$ cat config.mk
export PLATFORM = sky130hd
export DESIGN_NAME = controle_es_flat
export DESIGN_NICKNAME = d
export VERILOG_FILES = /design/src/rtl/controle_es_pkg.sv /design/src/rtl/controle_es_if.sv /design/src/rtl/controle_es_bin_bcd.sv /design/src/rtl/controle_es.sv /design/src/flat_wrapper.sv
export SDC_FILE = /design/constraint.sdc
export NUM_CORES = 1
export LEC_CHECK = 0
export CAP_MARGIN = 20
export CELL_PAD_IN_SITES_DETAIL_PLACEMENT = 1
export CELL_PAD_IN_SITES_GLOBAL_PLACEMENT = 2
export CORE_ASPECT_RATIO = 2
export CORE_UTILIZATION = 25
export DETAILED_ROUTE_END_ITERATION = 8
export PLACE_DENSITY_LB_ADDON = 0.05
export SLEW_MARGIN = 30
export SYNTH_ARGS = -nofsm -noshare
export SYNTH_HDL_FRONTEND = slang
export SYNTH_SLANG_ARGS = --single-unit
$ cat constraint.sdc
create_clock -name clock -period 1.5 [get_ports clock]
set_input_delay 0.225 -clock clock [delete_from_list [all_inputs] [get_ports clock]]
set_output_delay 0.225 -clock clock [all_outputs]
set_load 0.05 [all_outputs]
$ cat src/rtl/controle_es_pkg.sv
// Shared constants for the CPU I/O controller: FSM state encoding,
// 7-segment patterns (active-low gfedcba) and the display range limit.
package controle_es_pkg;

    localparam logic [2:0] ST_EXEC         = 3'd0;
    localparam logic [2:0] ST_ESPERA_PRESS = 3'd1;
    localparam logic [2:0] ST_ESPERA_SOLTA = 3'd2;
    localparam logic [2:0] ST_LIBERA       = 3'd3;
    localparam logic [2:0] ST_HALT         = 3'd4;

    localparam logic [6:0] SEG_TABLE [10] = '{
        7'b1000000, 7'b1111001, 7'b0100100, 7'b0110000, 7'b0011001,
        7'b0010010, 7'b0000010, 7'b1111000, 7'b0000000, 7'b0010000
    };
    localparam logic [6:0] SEG_DASH  = 7'b0111111;
    localparam logic [6:0] SEG_BLANK = 7'b1111111;

    localparam logic [31:0] VALOR_MAX = 32'd9999;

    // 14 bits cover every value up to 9999
    localparam int BCD_BITS = 14;

    // Non-decimal nibbles never reach the display in practice; blank them.
    function automatic logic [6:0] seg7(input logic [3:0] digit);
        if (digit > 4'd9) begin
            return SEG_BLANK;
        end
        return SEG_TABLE[digit];
    endfunction

endpackage

$ cat src/rtl/controle_es_if.sv
// CPU/user-side signal bundle of the I/O controller.
// slave = controller side, master = CPU/board side.
interface controle_es_if;
    logic        OpIn;
    logic        OpOut;
    logic        OpHalt;
    logic [31:0] dado_saida;
    logic [17:0] switches;
    logic        botao;
    logic [31:0] entrada_valor;
    logic        habilita_cpu;
    logic [27:0] display;
    logic        led_espera;
    logic        led_halt;

    modport slave (
        input  OpIn, OpOut, OpHalt, dado_saida, switches, botao,
        output entrada_valor, habilita_cpu, display, led_espera, led_halt
    );

    modport master (
        output OpIn, OpOut, OpHalt, dado_saida, switches, botao,
        input  entrada_valor, habilita_cpu, display, led_espera, led_halt
    );
endinterface

$ cat src/rtl/controle_es_bin_bcd.sv
// Sequential double-dabble: 14 shifts after start, then one cycle to
// present the result with a single-cycle done pulse. A start while busy
// reloads and restarts from scratch.
module bin_bcd
    import controle_es_pkg::*;
(
    input  logic                clock,
    input  logic                reset_n,
    input  logic                start,
    input  logic [BCD_BITS-1:0] bin,
    output logic                done,
    output logic [15:0]         bcd
);

    genvar gi;

    logic [BCD_BITS-1:0] shift_reg;
    logic [15:0]         acc_reg;
    logic [3:0]          cnt_reg;
    logic                busy_reg;
    logic                fin_reg;
    logic [15:0]         adj;
    logic                unused_carry;

    // add-3 correction on every BCD digit before each shift
    generate
        for (gi = 0; gi < 4; gi++) begin : g_adj
            assign adj[gi*4 +: 4] = (acc_reg[gi*4 +: 4] >= 4'd5) ?
                                    (acc_reg[gi*4 +: 4] + 4'd3) :
                                    acc_reg[gi*4 +: 4];
        end
    endgenerate

    // the top digit overflows only for values the caller shows as dashes
    assign unused_carry = adj[15];

    // load / shift / present sequencing
    always_ff @(posedge clock) begin
        done <= 1'b0;
        if (!reset_n) begin
            shift_reg <= '0;
            acc_reg   <= '0;
            cnt_reg   <= '0;
            busy_reg  <= 1'b0;
            fin_reg   <= 1'b0;
            bcd       <= '0;
        end else if (start) begin
            shift_reg <= bin;
            acc_reg   <= '0;
            cnt_reg   <= '0;
            busy_reg  <= 1'b1;
            fin_reg   <= 1'b0;
        end else if (busy_reg) begin
            acc_reg   <= {adj[14:0], shift_reg[BCD_BITS-1]};
            shift_reg <= {shift_reg[BCD_BITS-2:0], 1'b0};
            cnt_reg   <= cnt_reg + 4'd1;
            if (cnt_reg == 4'(BCD_BITS - 1)) begin
                busy_reg <= 1'b0;
                fin_reg  <= 1'b1;
            end
        end else if (fin_reg) begin
            bcd     <= acc_reg;
            done    <= 1'b1;
            fin_reg <= 1'b0;
        end
    end

endmodule

$ cat src/rtl/controle_es.sv
// CPU I/O controller: stalls the CPU on IN until the user confirms with the
// pushbutton, shows OUT values on four 7-segment digits, latches HALT.
// Optional macro CONTROLE_ES_DEBOUNCE_EN compiles in the pushbutton
// debouncer; without it the synchronized button level is used directly.
module controle_es
    import controle_es_pkg::*;
#(
    parameter int DEB_CYCLES = 50000
) (
    input  logic          clock,
    input  logic          reset_n,
    controle_es_if.slave  cpu
);

    genvar gi;

    logic [2:0]  state_reg;
    logic [31:0] entrada_reg;
    logic        sync1_reg;
    logic        sync2_reg;
    logic        deb_reg;
    logic        deb_prev_reg;
    logic        press_evt;
    logic        release_evt;
    logic        habilita;
    logic        out_start;
    logic        over_reg;
    logic        bcd_done;
    logic [15:0] bcd_value;
    logic [27:0] digits_seg;
    logic [27:0] display_reg;

    // two-flop synchronizer; idle level is released (high)
    always_ff @(posedge clock) begin
        if (!reset_n) begin
            sync1_reg <= 1'b1;
            sync2_reg <= 1'b1;
        end else begin
            sync1_reg <= cpu.botao;
            sync2_reg <= sync1_reg;
        end
    end

`ifdef CONTROLE_ES_DEBOUNCE_EN
    localparam int CNT_W = (DEB_CYCLES > 1) ? $clog2(DEB_CYCLES) : 1;
    logic [CNT_W-1:0] deb_cnt_reg;

    // accept a level change only after it has been stable long enough
    always_ff @(posedge clock) begin
        if (!reset_n) begin
            deb_reg     <= 1'b1;
            deb_cnt_reg <= '0;
        end else if (sync2_reg == deb_reg) begin
            deb_cnt_reg <= '0;
        end else if (deb_cnt_reg == CNT_W'(DEB_CYCLES - 1)) begin
            deb_reg     <= sync2_reg;
            deb_cnt_reg <= '0;
        end else begin
            deb_cnt_reg <= deb_cnt_reg + CNT_W'(1);
        end
    end
`else
    logic unused_cfg;
    assign unused_cfg = (DEB_CYCLES != 0);

    // no filtering: debounced level follows the synchronizer
    always_ff @(posedge clock) begin
        if (!reset_n) begin
            deb_reg <= 1'b1;
        end else begin
            deb_reg <= sync2_reg;
        end
    end
`endif

    // previous debounced level for edge detection
    always_ff @(posedge clock) begin
        if (!reset_n) begin
            deb_prev_reg <= 1'b1;
        end else begin
            deb_prev_reg <= deb_reg;
        end
    end

    // button is active-low: press = 1->0, release = 0->1
    assign press_evt   = deb_prev_reg & ~deb_reg;
    assign release_evt = ~deb_prev_reg & deb_reg;

    // IN/HALT sequencing; only edges seen inside a wait state count
    always_ff @(posedge clock) begin
        if (!reset_n) begin
            state_reg   <= ST_EXEC;
            entrada_reg <= '0;
        end else begin
            case (state_reg)
                ST_EXEC: begin
                    if (cpu.OpHalt) begin
                        state_reg <= ST_HALT;
                    end else if (cpu.OpIn) begin
                        state_reg <= ST_ESPERA_PRESS;
                    end
                end
                ST_ESPERA_PRESS: begin
                    if (press_evt) begin
                        entrada_reg <= {14'b0, cpu.switches};
                        state_reg   <= ST_ESPERA_SOLTA;
                    end
                end
                ST_ESPERA_SOLTA: begin
                    if (release_evt) begin
                        state_reg <= ST_LIBERA;
                    end
                end
                ST_LIBERA: state_reg <= ST_EXEC;
                ST_HALT:   state_reg <= ST_HALT;
                default:   state_reg <= ST_EXEC;
            endcase
        end
    end

    // CPU clock enable: stall on IN/HALT, one release cycle after confirm
    always_comb begin
        habilita = 1'b0;
        case (state_reg)
            ST_LIBERA: habilita = 1'b1;
            ST_EXEC:   habilita = ~(cpu.OpIn | cpu.OpHalt);
            default:   habilita = 1'b0;
        endcase
    end

    assign out_start = (state_reg == ST_EXEC) & habilita & cpu.OpOut;

    bin_bcd u_bin_bcd (
        .clock   (clock),
        .reset_n (reset_n),
        .start   (out_start),
        .bin     (cpu.dado_saida[BCD_BITS-1:0]),
        .done    (bcd_done),
        .bcd     (bcd_value)
    );

    // digit encoding, units in the low bits
    generate
        for (gi = 0; gi < 4; gi++) begin : g_seg
            assign digits_seg[gi*7 +: 7] = seg7(bcd_value[gi*4 +: 4]);
        end
    endgenerate

    // remember over-range at sampling; update the display when BCD is ready
    always_ff @(posedge clock) begin
        if (!reset_n) begin
            over_reg    <= 1'b0;
            display_reg <= {4{SEG_TABLE[0]}};
        end else begin
            if (out_start) begin
                over_reg <= (cpu.dado_saida > VALOR_MAX);
            end
            if (bcd_done) begin
                display_reg <= over_reg ? {4{SEG_DASH}} : digits_seg;
            end
        end
    end

    assign cpu.entrada_valor = entrada_reg;
    assign cpu.habilita_cpu  = habilita;
    assign cpu.display       = display_reg;
    assign cpu.led_espera    = (state_reg == ST_ESPERA_PRESS) |
                               (state_reg == ST_ESPERA_SOLTA);
    assign cpu.led_halt      = (state_reg == ST_HALT);

endmodule

$ cat src/flat_wrapper.sv
// flat-port wrapper written by rule: the top's interface ports become plain ports
module controle_es_flat import controle_es_pkg::*;
#(
    parameter int DEB_CYCLES = 50000
)
  (clock, reset_n, cpu_OpIn, cpu_OpOut, cpu_OpHalt, cpu_dado_saida, cpu_switches, cpu_botao, cpu_entrada_valor, cpu_habilita_cpu, cpu_display, cpu_led_espera, cpu_led_halt);
  controle_es_if cpu_i ();
  input  logic clock;
  input  logic reset_n;
  input wire logic [$bits(cpu_i.OpIn)-1:0] cpu_OpIn;
  input wire logic [$bits(cpu_i.OpOut)-1:0] cpu_OpOut;
  input wire logic [$bits(cpu_i.OpHalt)-1:0] cpu_OpHalt;
  input wire logic [$bits(cpu_i.dado_saida)-1:0] cpu_dado_saida;
  input wire logic [$bits(cpu_i.switches)-1:0] cpu_switches;
  input wire logic [$bits(cpu_i.botao)-1:0] cpu_botao;
  output wire logic [$bits(cpu_i.entrada_valor)-1:0] cpu_entrada_valor;
  output wire logic [$bits(cpu_i.habilita_cpu)-1:0] cpu_habilita_cpu;
  output wire logic [$bits(cpu_i.display)-1:0] cpu_display;
  output wire logic [$bits(cpu_i.led_espera)-1:0] cpu_led_espera;
  output wire logic [$bits(cpu_i.led_halt)-1:0] cpu_led_halt;
  assign cpu_i.OpIn = cpu_OpIn;
  assign cpu_i.OpOut = cpu_OpOut;
  assign cpu_i.OpHalt = cpu_OpHalt;
  assign cpu_i.dado_saida = cpu_dado_saida;
  assign cpu_i.switches = cpu_switches;
  assign cpu_i.botao = cpu_botao;
  assign cpu_entrada_valor = cpu_i.entrada_valor;
  assign cpu_habilita_cpu = cpu_i.habilita_cpu;
  assign cpu_display = cpu_i.display;
  assign cpu_led_espera = cpu_i.led_espera;
  assign cpu_led_halt = cpu_i.led_halt;
  controle_es #(.DEB_CYCLES(DEB_CYCLES)) u_core (.clock(clock), .reset_n(reset_n), .cpu(cpu_i));
endmodule
==> impl_metrics.json, run 1 <==
{
  "period_needed_ns": 1.65,
  "drc": 0,
  "core_area_um2": 20600,
  "min_from": "reset_n",
  "synthFlopType": "dfxtp_1",
  "grt_overflow_total": 0,
  "vias_per_cell": 4.65,
  "io_buffers": 104,
  "worstRegToRegCells": 7,
  "wl_um": 14600,
  "synth_edf_count": 0,
  "power_frac_clock_pct": 41.7,
  "largest_reg_flops": 28,
  "timing.rr.start": "u_core.state_reg[0]",
  "io_pins": 119,
  "hold_viol": 0,
  "yosys_register_bits": 107,
  "dp_hpwl_um": 10700,
  "num_rows": 74,
  "grt_max_degree": 55,
  "final_antenna_net_count": 0,
  "first_pass_iters": 4,
  "status": "finished, violations left",
  "hold_ws_ns": 0.312,
  "p_int_w": 0.00466,
  "hold_depth": 3,
  "clockBufferDepth": 2,
  "clk_latency_ns": 0.35,
  "max_freq_ghz": 0.606,
  "clkTransAtPathRegs_ns": 0.07,
  "worstSetupPathType": "register to output pin",
  "grt_pass1_vias": 4943,
  "setup_viol": 8,
  "power_frac_comb_pct": 10.8,
  "peakVddDrop_mv": 0.439,
  "worstHoldPathType": "primary input to register",
  "maxCapViolCount": 0,
  "synth-async-reset-ratio_pct": 0,
  "layout-drive-gt1-share_pct": 20.9,
  "yosys-top-cells-area": "dfxtp_1 41%, ha_1 7.1%, mux2i_1 6.3%",
  "seqPwrFrac_pct": 47.5,
  "power_leakage_nw": 3.01,
  "crit_arrival_ns": 1.42,
  "rsz0062_at_grt": "yes",
  "initial_core_util_pct": 25.6,
  "whs_endpoint": "u_core.cpu.display[27]",
  "vias": 4628,
  "path_max_fanout": 7,
  "n_antenna_cell": 0,
  "yosysSeqAreaShare_pct": 40.7,
  "r2r-end": "u_core.u_bin_bcd.bcd[13]",
  "grtUsageTotal_pct": 13.9,
  "cts_root_buf": "clkbuf_16",
  "powerDensity_nw_per_um2": 826,
  "finalCritPeriodShare_pct": 110,
  "dieArea_um2": 21700,
  "drv_slew": 0,
  "synth_cell_types": 47,
  "cts_tree": "yes",
  "synth_top_cell_by_area": "dfxtp_1",
  "dr.first_iter.drc_count": 87,
  "layout_setup_ws_ns": -0.149,
  "grt_pass1_wl_um": 24200,
  "antenna_found_initial": 0,
  "p_sw_w": 0.00147,
  "numCtsBuffers": 9,
  "fin_tns_setup_ns": -0.741,
  "place_congestion": 0.729,
  "r2r_slack_ns": -0.09,
  "cts_sinks": 107,
  "yosys_warnings": 0,
  "yosys.area.top_type_share_pct": 40.7,
  "violations": "negative setup slack",
  "syn_inst": 595,
  "worst_clock_skew_ns": 0.00599,
  "num-fill-cells": 2430,
  "post_drt_wl_per_cell_um": 14.7,
  "start_kind": "register",
  "fp.dieW_um": 105,
  "synth.avg_cell_area_um2": 8.84,
  "die_h_um": 207,
  "syn-cell-area_um2": 5260,
  "worstSetupEndpointType": "output pin",
  "required_ns": 1.27,
  "finalNetCount": 810,
  "sw_frac_of_total_pct": 24.0,
  "synth.most_common_cell": "dfxtp_1",
  "cts_max_level": 3,
  "ys_top_cells_by_count": "107 x dfxtp_1, 72 x nand2_1, 44 x a21oi_1",
  "synthToLayoutAreaGrowth_pct": 41.2
}
-- stage by stage --
stage	std cells	utilization (%)	worst slack, ns	cell area, µm²	total power (W)
after floorplan	608	-	0.0151	5320	0.00335
after global placement	971	33.7	-0.202	6920	0.00362
after detailed placement	971	33.7	-0.227	6920	0.00363
after CTS	991	35.7	-0.191	7330	0.00625
after global routing	995	36.1	-0.220	7430	0.00641
final	995	36.1	-0.149	7430	0.00613
-- power groups by stage --
stage | registers, W | logic (W) | clock network (W)
floorplan | 0.00298 | 0.000371 | 0
global placement | 0.00298 | 0.000641 | 0
detailed placement | 0.00298 | 0.000650 | 0
CTS | 0.00292 | 0.000660 | 0.00267
global route | 0.00292 | 0.000717 | 0.00277
finish | 0.00292 | 0.000660 | 0.00256
-- cells in the final DEF (no fill, tap or decap), types with 7 or more instances in the layout --
cell type,n
nand3_1,7
dfxtp_2,8
clkdlybuf4s50_1,52
ha_1,28
dfxtp_1,98
o211a_1,19
and2_1,10
mux2i_1,32
a21oi_1,39
buf_4,71
o21ai_0,35
nor2b_1,13
buf_12,23
clkbuf_16,10
nor2_1,33
nor3_1,8
nand2_1,72
nand2b_1,17
conb_1,14
inv_1,22
a211oi_1,8
a21boi_1,19
-- worst max-delay path: stages (launching register included) --
cell	delay (ns)
dfxtp_2	0.36
buf_4	0.17
nand2b_2	0.07
buf_4	0.16
a21oi_4	0.17
buf_12	0.15
-- cell families (layout without fill, tap and decap cells) --
logic type / after synthesis / count (layout) / share of synthesized area, %
flip-flops: 107 / 107 / 40.7
multiplexers: 33 / 33 / 6.28
AND/OR/NAND/NOR: 184 / 184 / 17.2
adder cells (fa/ha/maj): 30 / 30 / 7.14
other: 1 / 14 / 0.0713
XOR/XNOR: 3 / 3 / 0.500
AO/OA/AOI/OAI: 162 / 162 / 20.9
buffers and inverters: 75 / 196 / 7.11
-- layer usage --
layer	share of wire, %	track usage [%]	wire length, µm
met1	38	13.5	5490
met3	2.0	1.64	297
met4	1.4	5.22	201
met2	59	28.7	8630
met5	0	0	0
-- how the worst max path moves through the flow --
stage,slack (ns),startpoint,depth (start not counted),endpoint
6_report,-0.15,u_core.state_reg[0],5,cpu_led_espera
3_3_place_gp,-0.20,cpu_OpIn,7,u_core.u_bin_bcd.bcd[8]
3_5_place_dp,-0.23,cpu_OpIn,7,u_core.u_bin_bcd.bcd[4]
2_1_floorplan,0.02,u_core.state_reg[0],5,u_core.u_bin_bcd.shift_reg[13]
4_1_cts,-0.19,u_core.state_reg[0],5,cpu_habilita_cpu
5_1_grt,-0.22,u_core.state_reg[0],4,cpu_habilita_cpu
-- timing repair --
item                                    in CTS  in global routing
endpoints found under the setup margin       9                 51
pin swaps                                    4                  8
gates resized for setup                     14                 25
hold buffers                                 0                  0
hold endpoints to repair                     0                  0
gates cloned                                 2                  1
buffers inserted                             2                  6
-- final cells by class --
type | instances | area, µm² | area share [%]
Sequential cell | 107 | 2160 | 29.0
Inverter | 24 | 90.1 | 1.21
Tap cell | 266 | 333 | 4.48
Clock buffer | 10 | 229 | 3.08
Timing Repair Buffer | 156 | 1650 | 22.2
Clock inverter | 6 | 80.1 | 1.08
Multi-Input combinational cell | 426 | 2890 | 38.9
No activity file was read; power rests on OpenSTA's default activity.
==> inputs of run 2 (changes only) <==
--- a/config.mk
+++ b/config.mk
@@ -10,6 +10,7 @@
 export CELL_PAD_IN_SITES_GLOBAL_PLACEMENT = 2
 export CORE_ASPECT_RATIO = 2
 export CORE_UTILIZATION = 25
+export CTS_CLUSTER_SIZE = 24
 export DETAILED_ROUTE_END_ITERATION = 8
 export PLACE_DENSITY_LB_ADDON = 0.05
 export SLEW_MARGIN = 30
==> results of run 2 <==
Final layout, timing and power as in run 1 (identical DEF).
